**config.mk**
```make
export PLATFORM = sky130hd
export DESIGN_NAME = reg_mask_encoder_flat
export DESIGN_NICKNAME = d
export VERILOG_FILES = /design/src/rtl/reg_mask_encoder_pkg.sv /design/src/rtl/reg_mask_encoder_if.sv /design/src/rtl/reg_mask_encoder_lse.sv /design/src/rtl/reg_mask_encoder.sv /design/src/flat_wrapper.sv
export SDC_FILE = /design/constraint.sdc
export NUM_CORES = 1
export LEC_CHECK = 0
export CAP_MARGIN = 20
export CELL_PAD_IN_SITES_DETAIL_PLACEMENT = 1
export CELL_PAD_IN_SITES_GLOBAL_PLACEMENT = 2
export CORE_MARGIN = 4
export CORE_UTILIZATION = 26
export CTS_CLUSTER_DIAMETER = 200
export DETAILED_ROUTE_END_ITERATION = 8
export HOLD_SLACK_MARGIN = 0.02
export PLACE_DENSITY = 0.86
export SLEW_MARGIN = 30
export SYNTH_ARGS = -nofsm -noshare
export SYNTH_HDL_FRONTEND = slang
export SYNTH_SLANG_ARGS = --single-unit
export TNS_END_PERCENT = 50
```
**constraint.sdc**
```tcl
create_clock -name clk -period 3.1 [get_ports clk]
set_clock_uncertainty 0.15 [all_clocks]
set_input_delay 0.775 -clock clk [delete_from_list [all_inputs] [get_ports clk]]
set_output_delay 0.775 -clock clk [all_outputs]
set_load 0.01 [all_outputs]
```
**src/rtl/reg_mask_encoder_pkg.sv**
```systemverilog
// Shared constants, types and FSM states for the register mask encoder.
package reg_enc_pkg;
  localparam int NUM_REGS  = 32;
  localparam int REG_IDX_W = 5;

  typedef logic [REG_IDX_W-1:0] reg_idx_t;
  typedef logic [NUM_REGS-1:0]  reg_mask_t;

  typedef enum logic {IDLE, SCAN} enc_state_t;
endpackage

```
**src/rtl/reg_mask_encoder_if.sv**
```systemverilog
// Mask-in / index-out handshake bundle between the writeback logic and the encoder.
interface reg_mask_encoder_if #(
  parameter int N = reg_enc_pkg::NUM_REGS
);
  localparam int IDX_W = $clog2(N);

  logic [N-1:0]     in_mask;
  logic             in_valid;
  logic             in_ready;
  logic [IDX_W-1:0] out_idx;
  logic             out_valid;
  logic             out_ready;
  logic             out_last;
  logic [IDX_W:0]   out_seq;

  // Upstream producer plus downstream consumer side.
  modport master (
    output in_mask, in_valid, out_ready,
    input  in_ready, out_idx, out_valid, out_last, out_seq
  );

  // Encoder side.
  modport slave (
    input  in_mask, in_valid, out_ready,
    output in_ready, out_idx, out_valid, out_last, out_seq
  );
endinterface

```
**src/rtl/reg_mask_encoder_lse.sv**
```systemverilog
// Combinational lowest-set-bit encoder with nonzero and single-bit flags.
module lowest_set_encoder #(
  parameter int N     = 32,
  parameter int IDX_W = $clog2(N)
) (
  input  logic [N-1:0]     vec_i,
  output logic [IDX_W-1:0] idx_o,
  output logic             any_o,
  output logic             single_o
);

  // Scan high-to-low so the lowest set bit wins; all-zero input yields 0.
  always_comb begin
    idx_o = '0;
    for (int i = N - 1; i >= 0; i--) begin
      if (vec_i[i]) idx_o = IDX_W'(i);
    end
  end

  assign any_o    = |vec_i;
  assign single_o = any_o && ((vec_i & (vec_i - 1'b1)) == '0);

endmodule

```
**src/rtl/reg_mask_encoder.sv**
```systemverilog
// Serialises a register-select mask into one binary index per output handshake,
// lowest bit first, with an ordinal and a last-flag for each index.
module reg_mask_encoder
  import reg_enc_pkg::*;
#(
  parameter int N     = NUM_REGS,
  parameter int IDX_W = $clog2(N)
) (
  input  logic              clk,
  input  logic              reset,
  reg_mask_encoder_if.slave bus
);

  enc_state_t       state_q, state_d;
  logic [N-1:0]     pend_q, pend_d;
  logic [IDX_W:0]   seq_q, seq_d;

  logic [IDX_W-1:0] low_idx;
  logic             pend_any;
  logic             pend_single;
  logic             in_rdy;
  logic             out_vld;

  lowest_set_encoder #(.N(N), .IDX_W(IDX_W)) u_lse (
    .vec_i   (pend_q),
    .idx_o   (low_idx),
    .any_o   (pend_any),
    .single_o(pend_single)
  );

  // State, pending mask and ordinal registers.
  always_ff @(posedge clk) begin
    if (reset) begin
      state_q <= IDLE;
      pend_q  <= '0;
      seq_q   <= '0;
    end else begin
      state_q <= state_d;
      pend_q  <= pend_d;
      seq_q   <= seq_d;
    end
  end

  // Next-state: accept a mask in IDLE, retire one bit per output transfer in SCAN.
  always_comb begin
    state_d = state_q;
    pend_d  = pend_q;
    seq_d   = seq_q;
    in_rdy  = 1'b0;
    out_vld = 1'b0;
    case (state_q)
      IDLE: begin
        in_rdy = !reset;
        // A zero mask is consumed and dropped without leaving IDLE.
        if (bus.in_valid && bus.in_mask != '0) begin
          pend_d  = bus.in_mask;
          seq_d   = '0;
          state_d = SCAN;
        end
      end
      SCAN: begin
        out_vld = pend_any;
        if (bus.out_ready && pend_any) begin
          pend_d[low_idx] = 1'b0;
          seq_d           = seq_q + 1'b1;
          if (pend_single) state_d = IDLE;
        end
      end
      default: state_d = IDLE;
    endcase
  end

  assign bus.in_ready  = in_rdy;
  assign bus.out_valid = out_vld;
  assign bus.out_idx   = low_idx;
  assign bus.out_last  = out_vld && pend_single;
  assign bus.out_seq   = seq_q;

endmodule

```
**src/flat_wrapper.sv**
```systemverilog
// flat-port wrapper written by rule: the top's interface ports become plain ports
module reg_mask_encoder_flat import reg_enc_pkg::*;
#(
  parameter int N     = NUM_REGS,
  parameter int IDX_W = $clog2(N)
)
  (clk, reset, bus_in_mask, bus_in_valid, bus_out_ready, bus_in_ready, bus_out_idx, bus_out_valid, bus_out_last, bus_out_seq);
  reg_mask_encoder_if #(.N(N)) bus_i ();
  input  logic clk;
  input  logic reset;
  input wire logic [$bits(bus_i.in_mask)-1:0] bus_in_mask;
  input wire logic [$bits(bus_i.in_valid)-1:0] bus_in_valid;
  input wire logic [$bits(bus_i.out_ready)-1:0] bus_out_ready;
  output wire logic [$bits(bus_i.in_ready)-1:0] bus_in_ready;
  output wire logic [$bits(bus_i.out_idx)-1:0] bus_out_idx;
  output wire logic [$bits(bus_i.out_valid)-1:0] bus_out_valid;
  output wire logic [$bits(bus_i.out_last)-1:0] bus_out_last;
  output wire logic [$bits(bus_i.out_seq)-1:0] bus_out_seq;
  assign bus_i.in_mask = bus_in_mask;
  assign bus_i.in_valid = bus_in_valid;
  assign bus_i.out_ready = bus_out_ready;
  assign bus_in_ready = bus_i.in_ready;
  assign bus_out_idx = bus_i.out_idx;
  assign bus_out_valid = bus_i.out_valid;
  assign bus_out_last = bus_i.out_last;
  assign bus_out_seq = bus_i.out_seq;
  reg_mask_encoder #(.N(N), .IDX_W(IDX_W)) u_core (.clk(clk), .reset(reset), .bus(bus_i));
endmodule
```
==> out/metrics.cfg <==
[timing]
hold_ws_ps=376
setup_viol=2
worst_slack_ps=-595
worst_pin_slew_ps=706
rsz0062_at_grt=yes
drv_slew=0
final-hold-violation-count=0
period_share_pct=119
max-slew-margin-rel_pct=52.9
max_freq_ghz=0.271
post-route-min-period_ps=3690

[finish]
nets=527
mostFrequentLayoutCell=buf_4
multi_input_area_um2=1840
area_delta_synth_final_pct=61.3
register_area_um2=791
final_layout_size_suffix_gt1_share_pct=30.3
fillers=1221
final_cell_mix=buf_4 (95), clkdlybuf4s50_1 (42), nand2_1 (40), nor2_1 (37)
n_antenna_cell=0

[synth]
yosys_warnings=0
ys_ff_latch=39
synthFlopType=dfxtp_1
synth_cell_types=54
synth-edff-count=0
syn-mean-instance-area_um2=7.25
syn_area_um2=2600
synth_nets=396
yosysSeqAreaShare_pct=30.0
async_reset_ff_share_pct=0
syn_inst=359

[drt]
first_pass_iters=4
vias=3380
dr.first_iter.drc_count=219
routedWlPerCell_um=19.1
routed_via_density=5.42
drc=0
ant_nets=0
routed_wirelength_mm=11.9

[die]
core_um2=9770
die-area_um2=11700
num_rows=36
io_pins=50
initial_core_util_pct=26.6
dieWidth_um=108
die_y_um=108

[worst_setup_path]
worst-setup-path-type=reg2out
end_kind=primary output
reg2reg_from=u_core.pend_q[24]
startpoint=u_core.pend_q[4]
required_ps=2170
critical_path.endpoint=bus_out_last
rr_endpoint=u_core.pend_q[15]
r2r_setup_slack_ps=280
crit_path_max_fanout=5
worstRegToRegCells=10
start_kind=register
cp.arrival_ps=2770

[grt]
grt_pass1_wl_mm=19.3
grt.total_usage_pct=21.1
grt_max_degree=37
antenna_found_initial=0
overflow=0
grt_pass1_vias=3716

[clock_tree]
cts_hold_buffers=0
clock_latency_ps=290
cts_buffers=5
cts_htree_levels=2
cts_root_buf=clkbuf_8
cts_buffer_depth=2
cts_tree=built
clk_pin_slew_ps=80
clock-sinks=39

[run_status]
status=finished with violations
violations=negative setup slack

[power]
ir_worst_vdd_uv=209
p_per_area_nw_per_um2=430
total_power_mw=1.80
total_leakage_power_nw=1.64

[place]
gp_congestion=0.896
post-place-ws_ps=-809
place.port_buffers=49
hpwl_mm=9.42

[job]
maxCapViolCount=0

[min_path]
hp-class=reg2reg

worst max-delay path, stage by stage, from the launching register on:
cell and delay (ps):
dfxtp_2 330, or4_4 570, nor4_4 280, buf_4 190
a21oi_1 70, o21a_1 170, o31a_1 230, or3_4 340
nor3b_2 150, buf_2 150
cells in the mapped netlist (4+ instances only):
master / number / area share, %
nor3_1: 12 / 2.3
inv_1: 9 / 1.3
a31oi_1: 6 / 1.4
o21a_1: 4 / 1.2
nor2_1: 39 / 5.6
nor4_1: 20 / 4.8
o31a_1: 4 / 1.3
nand2_1: 40 / 5.8
a21oi_1: 35 / 6.7
nand2b_1: 4 / 0.96
nand3_1: 11 / 2.1
or3_1: 5 / 1.2
dfxtp_1: 39 / 30
clkbuf_1: 21 / 3.0
o211ai_1: 8 / 2.3
o21ai_0: 30 / 5.8
a211oi_1: 9 / 2.6
mux2i_1: 7 / 2.7
area by class of cell:
cell class / instances / area share (%)
Timing Repair Buffer: 148 / 30.0
Inverter: 10 / 0.894
Tap cell: 133 / 3.96
Multi-Input combinational cell: 286 / 43.8
Clock inverter: 1 / 0.179
Clock buffer: 7 / 2.30
Sequential cell: 39 / 18.8
flip-flops by register name, summed over array words and instances, names as in the netlist:
name and flops:
u_core.bus.out_seq 6, u_core.pend_q 32, u_core.state_q 1
cell families after synthesis:
family                     synth area share (%)
adders and majority gates                  1.63
and+or+nand+nor                            28.9
AOI/OAI and AO/OA                          30.0
muxes                                      2.69
xor gates and xnor gates                   1.01
DFF                                        30.0
buffers and inverters                      5.77
per-layer routing:
metal	track usage, %	share of wire (%)	vias to the layer above
met5	0	0	-
li1	-	-	1613
met3	3.22	3.9	24
met2	34.9	47	91
met4	7.30	2.8	0
met1	27.9	46	1652
how the worst min path moves through the flow:
stage | slack, ps | startpoint | to | depth (start not counted)
finish | 380 | u_core.bus.out_seq[1] | u_core.bus.out_seq[1] | 2
global route | 420 | u_core.bus.out_seq[1] | u_core.bus.out_seq[1] | 2
CTS | 370 | u_core.bus.out_seq[1] | u_core.bus.out_seq[1] | 2
detailed placement | 360 | u_core.bus.out_seq[1] | u_core.bus.out_seq[1] | 2
global placement | 340 | u_core.bus.out_seq[1] | u_core.bus.out_seq[1] | 2
floorplan | 340 | u_core.pend_q[31] | u_core.pend_q[31] | 2
through the flow:
step / setup TNS (ps) / instances / instance area (µm²) / util (%)
after floorplan: -298 / 359 / 2610 / -
after global placement: -2100 / 613 / 3910 / 40.0
after detailed placement: -2410 / 613 / 3910 / 40.0
after CTS: -612 / 625 / 4140 / 42.4
after global routing: -929 / 624 / 4200 / 42.9
final: -630 / 624 / 4200 / 42.9
report_power, final:
part	internal, mW	total, mW	switching [mW]
registers	0.531	0.556	0.0248
logic	0.412	0.863	0.451
clock network	0.202	0.384	0.182
repair_timing:
action                     CTS  global route
pin swaps                   10             5
setup buffers                4             0
setup endpoints to repair    7             6
gates resized for setup     40            16
(Power assumes the default switching activity.)
